## src/rtl/inspeccion_pkg.sv

```systemverilog
// Shared types for the inspection station: verdict codes from the inspection FSM
// and the sorter actuation states.
package inspeccion_pkg;

  typedef enum logic [1:0] {
    NADA      = 2'b00,
    AVANZAR   = 2'b01,
    RECHAZADO = 2'b10,
    APROBADO  = 2'b11
  } verdict_t;

  typedef enum logic [1:0] {
    IDLE  = 2'b00,
    EJECT = 2'b01,
    PASS  = 2'b10,
    GUARD = 2'b11
  } sorter_state_t;

  // Bits needed to hold max(p, g) - 1, never less than one.
  function automatic int timer_width(input int p, input int g);
    int m;
    m = (p > g) ? p : g;
    return (m <= 2) ? 1 : $clog2(m);
  endfunction

endpackage

```

## src/rtl/inspeccion_sorter_sat_counter.sv

```systemverilog
// Saturating up-counter: counts inc pulses and holds at all-ones.
module sat_counter #(
  parameter int W = 8
) (
  input  logic         clk,
  input  logic         rst_n,
  input  logic         inc,
  output logic [W-1:0] count
);

  always_ff @(posedge clk or negedge rst_n) begin
    if (!rst_n) begin
      count <= '0;
    end else if (inc && (count != {W{1'b1}})) begin
      count <= count + W'(1);
    end
  end

endmodule

```

## src/rtl/inspeccion_sorter.sv

```systemverilog
// Sorter actuator: turns inspection verdicts into timed gate pulses with a guard gap,
// buffers one verdict during an actuation and keeps saturating tallies.
module inspeccion_sorter
  import inspeccion_pkg::*;
#(
  parameter int PULSE_CYCLES = 4,
  parameter int GUARD_CYCLES = 2,
  parameter int CNT_W        = 8
) (
  input  logic             clk,
  input  logic             rst_n,
  input  logic [1:0]       E,
  output logic             motor_on,
  output logic             reject_gate,
  output logic             accept_gate,
  output logic             busy,
  output logic             overrun,
  output logic [CNT_W-1:0] approved_cnt,
  output logic [CNT_W-1:0] rejected_cnt
);

  localparam int TW = timer_width(PULSE_CYCLES, GUARD_CYCLES);
  localparam logic [TW-1:0] PULSE_LOAD = TW'(PULSE_CYCLES - 1);
  localparam logic [TW-1:0] GUARD_LOAD = TW'(GUARD_CYCLES - 1);

  sorter_state_t state;
  logic [TW-1:0] timer;
  logic          pend_valid;
  logic          pend_rej;

  // E is a per-cycle strobe with no ready: a 10/11 code is one event consumed on
  // the edge it is sampled. While an actuation runs the single pending slot absorbs
  // one event; anything beyond that is dropped and recorded in overrun.
  logic ev, ev_rej;
  logic disp_pend, disp_live, disp, disp_rej;
  logic store, drop;

  assign ev        = (E == RECHAZADO) || (E == APROBADO);
  assign ev_rej    = (E == RECHAZADO);
  assign disp_pend = pend_valid &&
                     ((state == IDLE) || ((state == GUARD) && (timer == '0)));
  assign disp_live = ev && (state == IDLE) && !pend_valid;
  assign disp      = disp_pend || disp_live;
  assign disp_rej  = disp_pend ? pend_rej : ev_rej;
  assign store     = ev && !disp_live && (!pend_valid || disp_pend);
  assign drop      = ev && !disp_live && pend_valid && !disp_pend;

  assign busy = (state != IDLE) || pend_valid;

  always_ff @(posedge clk or negedge rst_n) begin
    if (!rst_n) begin
      state       <= IDLE;
      timer       <= '0;
      reject_gate <= 1'b0;
      accept_gate <= 1'b0;
    end else if (disp) begin
      state       <= disp_rej ? EJECT : PASS;
      timer       <= PULSE_LOAD;
      reject_gate <= disp_rej;
      accept_gate <= !disp_rej;
    end else begin
      case (state)
        IDLE: begin
          reject_gate <= 1'b0;
          accept_gate <= 1'b0;
        end
        EJECT, PASS: begin
          if (timer == '0) begin
            state       <= GUARD;
            timer       <= GUARD_LOAD;
            reject_gate <= 1'b0;
            accept_gate <= 1'b0;
          end else begin
            timer <= timer - TW'(1);
          end
        end
        GUARD: begin
          if (timer == '0) begin
            state <= IDLE;
          end else begin
            timer <= timer - TW'(1);
          end
        end
        default: begin
          state       <= IDLE;
          timer       <= '0;
          reject_gate <= 1'b0;
          accept_gate <= 1'b0;
        end
      endcase
    end
  end

  always_ff @(posedge clk or negedge rst_n) begin
    if (!rst_n) begin
      pend_valid <= 1'b0;
      pend_rej   <= 1'b0;
      overrun    <= 1'b0;
      motor_on   <= 1'b0;
    end else begin
      motor_on <= (E == AVANZAR);
      if (store) begin
        pend_valid <= 1'b1;
        pend_rej   <= ev_rej;
      end else if (disp_pend) begin
        pend_valid <= 1'b0;
      end
      if (drop) begin
        overrun <= 1'b1;
      end
    end
  end

  // Tallies advance on dispatch, so dropped verdicts are never counted.
  sat_counter #(.W(CNT_W)) u_approved (
    .clk   (clk),
    .rst_n (rst_n),
    .inc   (disp && !disp_rej),
    .count (approved_cnt)
  );

  sat_counter #(.W(CNT_W)) u_rejected (
    .clk   (clk),
    .rst_n (rst_n),
    .inc   (disp && disp_rej),
    .count (rejected_cnt)
  );

endmodule

```

## config.mk

```make
export PLATFORM = sky130hd
export DESIGN_NAME = inspeccion_sorter
export DESIGN_NICKNAME = d
export VERILOG_FILES = /design/src/rtl/inspeccion_pkg.sv /design/src/rtl/inspeccion_sorter_sat_counter.sv /design/src/rtl/inspeccion_sorter.sv
export SDC_FILE = /design/constraint.sdc
export NUM_CORES = 1
export LEC_CHECK = 0
export CAP_MARGIN = 25
export CORE_ASPECT_RATIO = 0.8
export CORE_MARGIN = 2
export CORE_UTILIZATION = 55
export DETAILED_ROUTE_END_ITERATION = 7
export DONT_BUFFER_PORTS = 1
export PLACE_DENSITY = 0.7
export SYNTH_ARGS = -nofsm -noshare
export SYNTH_HDL_FRONTEND = slang
export SYNTH_HIERARCHICAL = 1
export SYNTH_SLANG_ARGS = --single-unit
```

## constraint.sdc

```tcl
create_clock -name clk -period 4.2 [get_ports clk]
set_input_delay 0.42 -clock clk [delete_from_list [all_inputs] [get_ports clk]]
set_output_delay 0.42 -clock clk [all_outputs]
set_load 0.05 [all_outputs]
```

; Word level (Yosys, flattened, before mapping)
; Cells that the tools add are included.
[op_classes]
n_addsub = 3
n_eq_ne = 11
mux = 16
n_reduce_logical = 31
[op_table]
columns = cell, n
row1 = "adder 8 x 1 -> 8 bit, second input constant", 2
row2 = "inequality test 8 bit, second input constant", 2
row3 = 2-to-1 mux 2 bit, 7
row4 = logical AND 1 bit, 12
row5 = "== test 2 bit, second input constant", 4
row6 = one-hot mux 2 bit (2 select lines), 2
row7 = 2-to-1 mux 1 bit, 6
row8 = "inequality test 3 bit, second input constant", 2
row9 = nonzero test 3 bit, 2
row10 = logical OR 1 bit, 5
row11 = "== test 2 x 1 -> 1 bit, second input constant", 2
row12 = zero test 1 bit, 4
row13 = zero test 2 bit, 2
row14 = AND reduction 2 bit, 2
row15 = nonzero test 2 bit, 2
row16 = "inequality test 3 x 2 -> 1 bit, second input constant", 1
row17 = AND reduction 3 bit, 1
row18 = one-hot mux 1 bit (2 select lines), 1
row19 = OR reduction 2 bit, 1
row20 = "subtractor 2 x 1 -> 2 bit, second input constant", 1
[word_totals]
ff_bits = 26
input_bits = 4
out_inout_bits = 21
elab_cells = 71

; Depth between registers and ports, before layout
; Gate-level depths: netlist of run 1.
[depth]
word_depth = 8
depth_mapped = 8
mapped_depth_nobuf = 7

; Modules after synthesis
; The synthesis of run 1 kept the hierarchy.
[modules_own_cells]
columns = mod, instances, cells_each, area_each_um2, seq_area_each_um2
row1 = sat_counter, 2, 34, 407.9, 200.2
row2 = inspeccion_sorter, 1, 56, 571.8, 250.2

; Worst setup path before layout of run 1
; Ideal clock, no wire load.
[synth_timing]
kind = register -> register
startpoint = reg state[0]
endpoint = reg u_rejected.count[5]
setup_time_ns = 0.125
arrival_ns = 2.321
required_ns = 4.075
slack_ns = 1.754
stages_incl_launch_ff = 9
n_path_buf = 1
synth_period_minus_slack_ns = 2.446
path_cell_list = dfrtp_1 > inv_1 > ha_1 > clkbuf_2 > nand2b_1 > o32ai_2 > and4_4 > nand3_2 > mux2_4
[synth_between]
elab_chain_cells = 7
word_cells_on_any_way = 11
cone_classes = eq/ne (1) / mux (1) / reduce/logical (9)
[synth_lines]
columns = item, line_no
row1 = from (decl), inspeccion_sorter.sv:26  ; sorter_state_t state;
row2 = from (signal assigned), inspeccion_sorter.sv:57  ; state <= disp_rej ? EJECT : PASS;
row3 = == test 2 bit, inspeccion_sorter.sv:41  ; ((state == IDLE) || ((state == GUARD) && (timer == '0)));
row4 = logical AND 1 bit, inspeccion_sorter.sv:41
row5 = logical OR 1 bit, inspeccion_sorter.sv:41
row6 = logical AND 1 bit, inspeccion_sorter.sv:40  ; assign disp_pend = pend_valid &&
row7 = 2-to-1 mux 1 bit / logical OR 1 bit (equally long branches), "inspeccion_sorter.sv:44, inspeccion_sorter.sv:43"
row8 = logical AND 1 bit *, inspeccion_sorter.sv:125  ; .inc (disp && disp_rej),
row9 = logical AND 1 bit *, inspeccion_sorter_sat_counter.sv:14  ; end else if (inc && (count != {W{1'b1}})) begin
row10 = to (signal assigned), inspeccion_sorter_sat_counter.sv:15  ; count <= count + W'(1);
row11 = to (decl), inspeccion_sorter_sat_counter.sv:8  ; output logic [W-1:0] count
; Every way passes the cells marked *; elsewhere a longest branch is shown, timed or not.
; A chain may end at the register's enable or synchronous reset.

; Worst setup path after layout of run 1
; Same ends and word-level chain as after synthesis.

==> flow_metrics.tcl, run 1 <==
set metrics [dict create \
    clock-skew-final_ns 0.00824 \
    mostFrequentLayoutCells "dfrtp_1, inv_1, a21oi_1" \
    slew_headroom_pct 56.1 \
    min_period_ns 2.78 \
    power.density_nw_per_um2 765 \
    critPathCaptureType "flip-flop" \
    slew_violations 0 \
    worstMarginPinSlew_ns 0.659 \
    critPathRequiredTime_ns 4.42 \
    core_area_um2 2420 \
    synth_cell_type_count 39 \
    place.gp.congestion 0.824 \
    fmax_mhz 359 \
    drtAntennaViolNets 0 \
    synth.cell_area_um2 1390 \
    mostFrequentLayoutCell "dfrtp_1" \
    port_buffers 0 \
    critPathLaunchType "flip-flop" \
    crit_fanout 9 \
    holdCritPathClass "in2reg" \
    ir_worst_vdd_mv 0.459 \
    vias 999 \
    drv_cap 0 \
    synthCells 124 \
    yosysWarnings 6 \
    die_y_um 48.9 \
    overflow 0 \
    postCtsSetupBuffers 0 \
    clk_latency_ns 0.32 \
    outcome "finished clean" \
    critical_path_class "reg2reg" \
    diodes 0 \
    grt_pass1_wl_mm 4.20 \
    antenna_found_initial 0 \
    post-route-period-util_pct 66.3 \
    clockBufferDepth 2 \
    power_w 0.00115 \
    avgRoutedWirePerCell_um 15.4 \
    layout.nets 137 \
    arrival_ns 3.00 \
    rsz0062_at_grt "false" \
    rows 16 \
    drive_gt1_share_pct 17.2 \
    leakage_nw 0.631 \
    syn-num-nets 132 \
    track_usage_pct 18.5 \
    clkSinkCount 26 \
    clk_pin_slew_ns 0.14 \
    dieArea_um2 2940 \
    areaGrowthSynthToFinish_pct 8.03 \
    grt_max_degree 27 \
    cts_tree "built" \
    initial_core_util_pct 57.3 \
    ios 25 \
    ys_seq_elements 26 \
    drt_pass1_iterations 4 \
    first_global_vias 948 \
    hold_viol 0 \
    die_w_um 60.2 \
    fin_tns_setup_ns 0 \
    cts_root_buf "clkbuf_4" \
    postSynthAreaPerCell_um2 11.2 \
    drt-total-wl_mm 2.52 \
    drc 0 \
    setup_viol 0 \
    dp_hpwl_mm 1.81 \
    drtIter0Drc 20 \
    yosysSeqAreaShare_pct 46.9 \
    vias_per_cell 6.09 \
    htreeDepth 1 \
    cts_made_buffers 3 \
]
[what timing repair did]
item                                   in CTS  in global routing
resized for setup                           0                  0
endpoints found under the hold margin      26                  0
hold buffers                                2                  0
[metal layers]
layer  global-route usage [%]  vias to the layer above  part of all wire, %
li1                         -                      483                    -
met1                     25.1                      483                   47
met2                     28.1                       29                   46
met3                     7.16                        4                  5.8
met4                     4.07                        0                  1.2
met5                        0                        -                    0
[worst paths after layout]
check	from	to	slack, ns	cells past startpoint
worst max-delay path	state[0]$_DFFE_PN0P_	u_rejected/count[5]$_DFFE_PN0P_	1.42	7
worst min-delay path	E[1]	motor_on$_DFF_PN0_	0.14	1
worst max register to register	state[0]$_DFFE_PN0P_	u_rejected/count[5]$_DFFE_PN0P_	1.42	7
worst min register to register	timer[1]$_DFFE_PN0P_	timer[1]$_DFFE_PN0P_	0.66	2
max in group asynchronous	rst_n	u_approved/count[1]$_DFFE_PN0P_	3.54	2
min in group asynchronous	rst_n	motor_on$_DFF_PN0_	0.51	2
[report_power, final]
| group | switching [W] | leakage [nW] | internal [W] | total, W |
|---|---|---|---|---|
| clock network | 0.0000739 | 0.0279 | 0.0000964 | 0.000170 |
| logic | 0.000193 | 0.280 | 0.000169 | 0.000362 |
| registers | 0.000287 | 0.323 | 0.000327 | 0.000614 |
| total | 0.000554 | 0.631 | 0.000592 | 0.00115 |
[flip-flops by register name, indices dropped and copies added, names as in the netlist, 2 cells and up]
signal	flops
timer	2
u_rejected/count	8
state	2
u_approved/count	8
[kinds of logic (layout without fill, tap and decap cells)]
kind of cell / Yosys count / in the layout / synth area share, %
simple gates: 32 / 32 / 14.7
compound gates: 43 / 43 / 24.5
xor+xnor: 5 / 5 / 3.16
flops: 26 / 26 / 46.9
mux: 4 / 4 / 3.79
fa+ha+maj: 4 / 4 / 3.61
buf+inv: 10 / 14 / 3.34
[final cells by class]
class | instances | area [um^2]
clock buffer | 3 | 22.5
multi-input combinational | 88 | 691
inverter | 8 | 30.0
clock inverter | 1 | 30.0
tap | 36 | 45.0
sequential | 26 | 651
fill | 202 | 923
timing repair buffer | 2 | 30.0
[metrics by stage]
step | cell area [um^2] | setup WS, ns | instances | hold WS (ns) | utilization [%]
finish | 1500 | 1.42 | 164 | 0.139 | 61.9
global placement | 1420 | 1.53 | 158 | 0.125 | 58.5
global route | 1500 | 1.30 | 164 | 0.114 | 61.9
CTS | 1500 | 1.42 | 164 | 0.130 | 61.9
floorplan | 1390 | 1.75 | 124 | 0.124 | -
detailed placement | 1420 | 1.45 | 158 | 0.125 | 58.5
[cell usage after synthesis, drive strengths merged]
| cell | n | area [um^2] |
|---|---|---|
| nand4 | 2 | 12.5 |
| a21boi | 2 | 15.0 |
| a311oi | 2 | 30.0 |
| o31ai | 1 | 7.51 |
| a211oi | 2 | 20.0 |
| inv | 8 | 30.0 |
| nand3b | 1 | 7.51 |
| clkbuf | 1 | 5.00 |
| a21oi | 8 | 40.0 |
| nand3 | 7 | 45.0 |
| o21ai | 9 | 63.8 |
| or3 | 1 | 6.26 |
| o21a | 3 | 22.5 |
| a31oi | 4 | 25.0 |
| nor2 | 5 | 18.8 |
| o32ai | 1 | 16.3 |
| dfrtp | 26 | 651 |
| nand2 | 6 | 22.5 |
| a41oi | 4 | 35.0 |
| nand2b | 1 | 6.26 |
| mux2 | 4 | 52.6 |
| ha | 4 | 50.1 |
| and4 | 2 | 22.5 |
| xor2 | 2 | 17.5 |
| a32o | 1 | 10.0 |
| nor2b | 1 | 6.26 |
| and3 | 2 | 22.5 |
| a41o | 2 | 20.0 |
| xnor2 | 3 | 26.3 |
| o22ai | 1 | 12.5 |
| nor3 | 3 | 15.0 |
| o211ai | 3 | 22.5 |
| buf | 1 | 11.3 |
| nor3b | 1 | 18.8 |
[critical path, stage by stage (launching register included)]
cell,delay (ns)
dfrtp_1,0.42
inv_1,0.06
ha_1,0.39
nand2b_1,0.47
o32ai_2,0.61
and4_4,0.34
nand3_2,0.09
mux2_4,0.32
(Power assumes the default switching activity.)
==> run 2: changes to the inputs <==
--- a/config.mk
+++ b/config.mk
@@ -11,7 +11,7 @@
 export CORE_UTILIZATION = 55
 export DETAILED_ROUTE_END_ITERATION = 7
 export DONT_BUFFER_PORTS = 1
-export PLACE_DENSITY = 0.7
+export PLACE_DENSITY = 0.73
 export SYNTH_ARGS = -nofsm -noshare
 export SYNTH_HDL_FRONTEND = slang
 export SYNTH_HIERARCHICAL = 1
==> constraint.sdc (replaced) <==
create_clock -name clk -period 2.5 [get_ports clk]
set_input_delay 0.25 -clock clk [delete_from_list [all_inputs] [get_ports clk]]
set_output_delay 0.25 -clock clk [all_outputs]
set_load 0.05 [all_outputs]
==> flow_metrics.tcl, run 2 (synthesis gave the netlist of run 1 again) <==
set metrics [dict create \
    areaGrowthSynthToFinish_pct 9.29 \
    outcome "finished clean" \
    wl_met2_mm 1.22 \
    power_frac_comb_pct 39.3 \
    grt_pass1_wl_mm 4.34 \
    drc 0 \
    overflow 0 \
    cts_root_buf "clkbuf_4" \
    dp_hpwl_mm 1.87 \
    seqCellArea_um2 651 \
    power.density_nw_per_um2 1220 \
    diodes 0 \
    fmax_mhz 446 \
    cts_tree "built" \
    port_buffers 0 \
    rows 16 \
    drt_pass1_iterations 4 \
    clkSinkCount 26 \
    die_w_um 60.2 \
    mostFrequentLayoutCells "dfrtp_1, inv_1, a21oi_1" \
    ctsResizeCount 0 \
    postCtsSetupBuffers 0 \
    hold_viol 0 \
    critical_path_class "reg2reg" \
    antenna_found_initial 0 \
    highest_layer "met4" \
    track_usage_pct 19.1 \
    mostFrequentLayoutCell "dfrtp_1" \
    post_dp_cell_area_um2 1450 \
    holdCritPathClass "in2reg" \
    core_area_um2 2420 \
    critPathLaunchType "flip-flop" \
    clockBufferDepth 2 \
    drt-total-wl_mm 2.57 \
    startpoint "state[0]$_DFFE_PN0P_" \
    multiInputGateArea_um2 691 \
    postLayoutCoreUtil_pct 62.6 \
    design_area_um2 1520 \
    min_period_ns 2.24 \
    ir_worst_vdd_mv 0.623 \
    slew_violations 0 \
    hp-start "E[0]" \
    slew_headroom_pct 55.5 \
    reg_top3 "u_approved/count: 8 flops, u_rejected/count: 8 flops" \
    wl_met1_mm 1.15 \
    fillCellCount 189 \
    vias_per_cell 6.12 \
    post-place-ws_ns 0.306 \
    die_y_um 48.9 \
    first_global_vias 955 \
    initial_core_util_pct 57.3 \
    drive_gt1_share_pct 19.5 \
    worstMarginPinSlew_ns 0.668 \
    grt_max_degree 27 \
    critPathCaptureType "flip-flop" \
    place_inst 163 \
    layout.nets 143 \
    wl_met3_um 162 \
    post-route-period-util_pct 89.7 \
    critPathRequiredTime_ns 2.71 \
    r2r_setup_slack_ns 0.26 \
    p_sw_w 0.000928 \
    setup_viol 0 \
    cts_made_buffers 3 \
    fin_tns_setup_ns 0 \
    drtAntennaViolNets 0 \
    worstReg2RegStart "state[0]$_DFFE_PN0P_" \
    htreeDepth 1 \
    ios 25 \
    place.gp.congestion 0.853 \
    stdcell_count 169 \
    rsz0062_at_grt "false" \
    p_seq_share_pct 51.5 \
    leakage_nw 0.645 \
    fin_ws_ns 0.259 \
    clkPwrFrac_pct 9.1 \
    dieArea_um2 2940 \
    clock-skew-final_ns 0.00935 \
    clk_pin_slew_ns 0.13 \
    vias 1034 \
    avgRoutedWirePerCell_um 15.2 \
    crit_fanout 7 \
    p_int_w 0.000925 \
    clk_latency_ns 0.32 \
    drtIter0Drc 81 \
    drv_cap 0 \
    netSwitchingFraction_pct 50.1 \
    arrival_ns 2.45 \
]
-- run 2: cell count changes in the layout (fill, tap and decap cells not counted), sizes merged --
cell | previous run | this run
buf | 1 | 6
bufinv | 1 | 0
dlygate4sd3 | 1 | 2
-- run 2: worst max-delay path: stages (launching register included) --
cell	delay (ns)
dfrtp_1	0.39
ha_1	0.24
nor3b_4	0.30
o21ai_4	0.10
o32ai_2	0.33
and4_4	0.34
nand3_2	0.09
mux2_4	0.33
-- run 2: cell type report --
class | instances | area share, %
repair buffers | 8 | 5.12
well taps | 36 | 2.97
inverters | 8 | 1.98
flip-flops and latches | 26 | 42.9
multi-input cells | 88 | 45.5
clock buffers | 3 | 1.49
-- run 2: power groups by stage --
stage | clock network (W) | registers [W] | logic (W)
floorplan | 0 | 0.000983 | 0.000532
global placement | 0 | 0.000957 | 0.000684
global route | 0.000199 | 0.000983 | 0.000806
finish | 0.000169 | 0.000955 | 0.000728
CTS | 0.000185 | 0.000956 | 0.000729
detailed placement | 0 | 0.000967 | 0.000712
-- run 2: repair_timing --
item                       CTS  global route
hold buffers                 3             0
setup endpoints to repair    0             0
hold endpoints to repair    27             0
-- run 2: final timing paths --
| kind | to | depth (start not counted) |
|---|---|---|
| max reg2reg | u_rejected/count[5]$_DFFE_PN0P_ | 7 |
| max | u_rejected/count[5]$_DFFE_PN0P_ | 7 |
| min reg2reg | state[1]$_DFFE_PN0P_ | 2 |
| min | motor_on$_DFF_PN0_ | 1 |
| min in group asynchronous | pend_valid$_DFFE_PN0P_ | 2 |
| max in group asynchronous | u_approved/count[1]$_DFFE_PN0P_ | 2 |
-- run 2: per-stage QoR --
step | power [W] | hold WS, ns
6_report | 0.00185 | 0.0570
4_1_cts | 0.00187 | 0.0386
3_3_place_gp | 0.00164 | -0.0449
2_1_floorplan | 0.00152 | -0.0456
5_1_grt | 0.00199 | 0.0378
3_5_place_dp | 0.00168 | -0.0448
-- run 2: layer usage --
layer | GRT usage, % | up-vias
met5 | 0 | -
met4 | 5.93 | 0
met3 | 6.90 | 6
met2 | 27.2 | 32
met1 | 27.1 | 504
li1 | - | 492
==> run 3: changes to the inputs <==
--- a/config.mk
+++ b/config.mk
@@ -5,12 +5,14 @@
 export SDC_FILE = /design/constraint.sdc
 export NUM_CORES = 1
 export LEC_CHECK = 0
+export ABC_AREA = 1
 export CAP_MARGIN = 25
 export CORE_ASPECT_RATIO = 0.8
 export CORE_MARGIN = 2
 export CORE_UTILIZATION = 55
 export DETAILED_ROUTE_END_ITERATION = 7
 export DONT_BUFFER_PORTS = 1
+export GPL_ROUTABILITY_DRIVEN = 0
 export PLACE_DENSITY = 0.73
 export SYNTH_ARGS = -nofsm -noshare
 export SYNTH_HDL_FRONTEND = slang
==> flow_metrics.tcl, run 3 <==
set metrics [dict create \
    outcome "finished clean" \
    post-route-period-util_pct 77.9 \
    stdcell_count 255 \
    clk_latency_ns 0.32 \
    htreeDepth 1 \
    drc 0 \
    synth_edf_count 0 \
    postLayoutCoreUtil_pct 63.7 \
    drt-total-wl_mm 2.97 \
    grt_pass1_wl_mm 5.40 \
    clk_pin_slew_ns 0.14 \
    synth_top_area_share_pct 41.3 \
    clockBufferDepth 2 \
    drtAntennaViolNets 0 \
    reg_top3 "u_approved/count: 8 flops, u_rejected/count: 8 flops" \
    fillCellCount 245 \
    critical_path_class "reg2reg" \
    synthCells 204 \
    die_y_um 51.9 \
    rows 17 \
    synth.most_common_cell "nand2_1" \
    antenna_found_initial 0 \
    fmax_mhz 513 \
    whs_ns 0.0600 \
    cts_root_buf "clkbuf_4" \
    critPathRequiredTime_ns 2.73 \
    synth_flop_cell "dfrtp_1" \
    dp_hpwl_mm 2.31 \
    leakage_nw 0.908 \
    yosysSeqAreaShare_pct 41.3 \
    setup_viol 0 \
    die_w_um 63.8 \
    initial_core_util_pct 57.4 \
    highest_layer "met3" \
    layout.nets 226 \
    min_period_ns 1.95 \
    drive_gt1_share_pct 16.6 \
    mostFrequentLayoutCells "nand2_1, dfrtp_1, inv_1" \
    yosysWarnings 6 \
    areaGrowthSynthToFinish_pct 10.9 \
    hold_viol 0 \
    postCtsSetupBuffers 0 \
    synth.cell_area_um2 1580 \
    track_usage_pct 20.8 \
    rsz0062_at_grt "false" \
    postSynthAreaPerCell_um2 7.72 \
    first_global_vias 1256 \
    vias 1267 \
    cts_made_buffers 3 \
    synth_common_cells "nand2_1, dfrtp_1, inv_1" \
    worstMarginPinSlew_ns 0.627 \
    power.density_nw_per_um2 1300 \
    vias_per_cell 4.97 \
    place_inst 247 \
    mostFrequentLayoutCell "nand2_1" \
    grt_max_degree 27 \
    ir_worst_vdd_mv 1.07 \
    synth_top_area_cell "dfrtp_1" \
    wl_met3_um 130 \
    drt_pass1_iterations 4 \
    cts_hold_buf 4 \
    wl_met1_mm 1.34 \
    ios 25 \
    critPathCaptureType "flip-flop" \
    crit_fanout 8 \
    core_area_um2 2740 \
    clock-skew-final_ns 0.00157 \
    dieArea_um2 3310 \
    ctsResizeCount 0 \
    fin_tns_setup_ns 0 \
    port_buffers 0 \
    slew_violations 0 \
    seqCellArea_um2 651 \
    holdCritPathClass "in2reg" \
    cts_tree "built" \
    wl_met2_mm 1.50 \
    synth_cell_type_count 26 \
    async_reset_ff_share_pct 100 \
    critPathLaunchType "flip-flop" \
    synth.area.top_cells "dfrtp_1, nand2_1, inv_1" \
    multiInputGateArea_um2 822 \
    avgRoutedWirePerCell_um 11.7 \
    drtIter0Drc 70 \
    diodes 0 \
    slew_headroom_pct 58.2 \
    ys_seq_elements 26 \
    arrival_ns 2.18 \
    syn-num-nets 212 \
    clkSinkCount 26 \
    overflow 0 \
    drv_cap 0 \
]
run 3: changes by cell type after synthesis, sizes merged, moves of 3 or more:
cell    previous run  this run
a21oi              8         2
a31oi              4         0
a41oi              4         0
inv                8        26
mux2               4         0
nand2              6        97
nand3              7        12
nor2               5        21
o211ai             3         0
o21a               3         0
o21ai              9         3
run 3: layer usage:
layer	global-route usage (%)	vias up
met5	0	-
met4	4.71	0
met3	5.84	0
met2	36.6	19
met1	25.4	594
li1	-	654
run 3: path summary, 6_finish.rpt:
check	startpoint	endpoint	slack [ns]	depth (start not counted)
min in group asynchronous	rst_n	pend_rej$_DFFE_PN0P_	0.34	2
setup reg to reg	state[0]$_DFFE_PN0P_	u_approved/count[7]$_DFFE_PN0P_	0.55	13
hold reg to reg	pend_rej$_DFFE_PN0P_	pend_rej$_DFFE_PN0P_	0.54	2
max in group asynchronous	rst_n	state[1]$_DFFE_PN0P_	2.01	2
setup / recovery	state[0]$_DFFE_PN0P_	u_approved/count[7]$_DFFE_PN0P_	0.55	13
hold / removal	E[1]	pend_valid$_DFFE_PN0P_	0.06	2
run 3: kinds of logic (layout without fill, tap and decap cells):
logic type / count (synthesis) / count (layout) / share of synthesized area [%]
AND/OR/NAND/NOR: 138 / 138 / 44.7
adder cells (fa/ha/maj): 4 / 4 / 3.18
AO/OA/AOI/OAI: 6 / 6 / 2.07
flip-flops: 26 / 26 / 41.3
XOR/XNOR: 4 / 4 / 2.22
buffers and inverters: 26 / 39 / 6.51
run 3: critical path, stage by stage, from the launching register on:
cell	delay, ns
dfrtp_1	0.43
inv_1	0.06
ha_1	0.18
inv_1	0.09
nand2_4	0.09
nand2_4	0.09
nand2_4	0.10
nand3_2	0.09
inv_1	0.20
nand2_1	0.10
nor2_2	0.17
nand3_1	0.10
nand2_1	0.09
nand2_1	0.05
run 3: metrics by stage:
stage	area [um^2]	power (W)	setup slack [ns]
final	1750	0.00228	0.552
after global routing	1750	0.00248	0.317
after CTS	1750	0.00230	0.562
after detailed placement	1660	0.00206	0.586
after global placement	1660	0.00200	0.687
after floorplan	1580	0.00181	0.772
run 3: cell type report:
class                   count  area share [%]
clock buffers               4            2.08
inverters                  26            5.87
repair buffers              9            5.01
flip-flops and latches     26            37.2
well taps                  38            2.72
multi-input cells         152            47.1
run 3: where the power goes:
group	switching, W	internal, W	total (W)
clock network	0.000126	0.0000891	0.000215
registers	0.000287	0.000553	0.000840
logic	0.000823	0.000401	0.00122
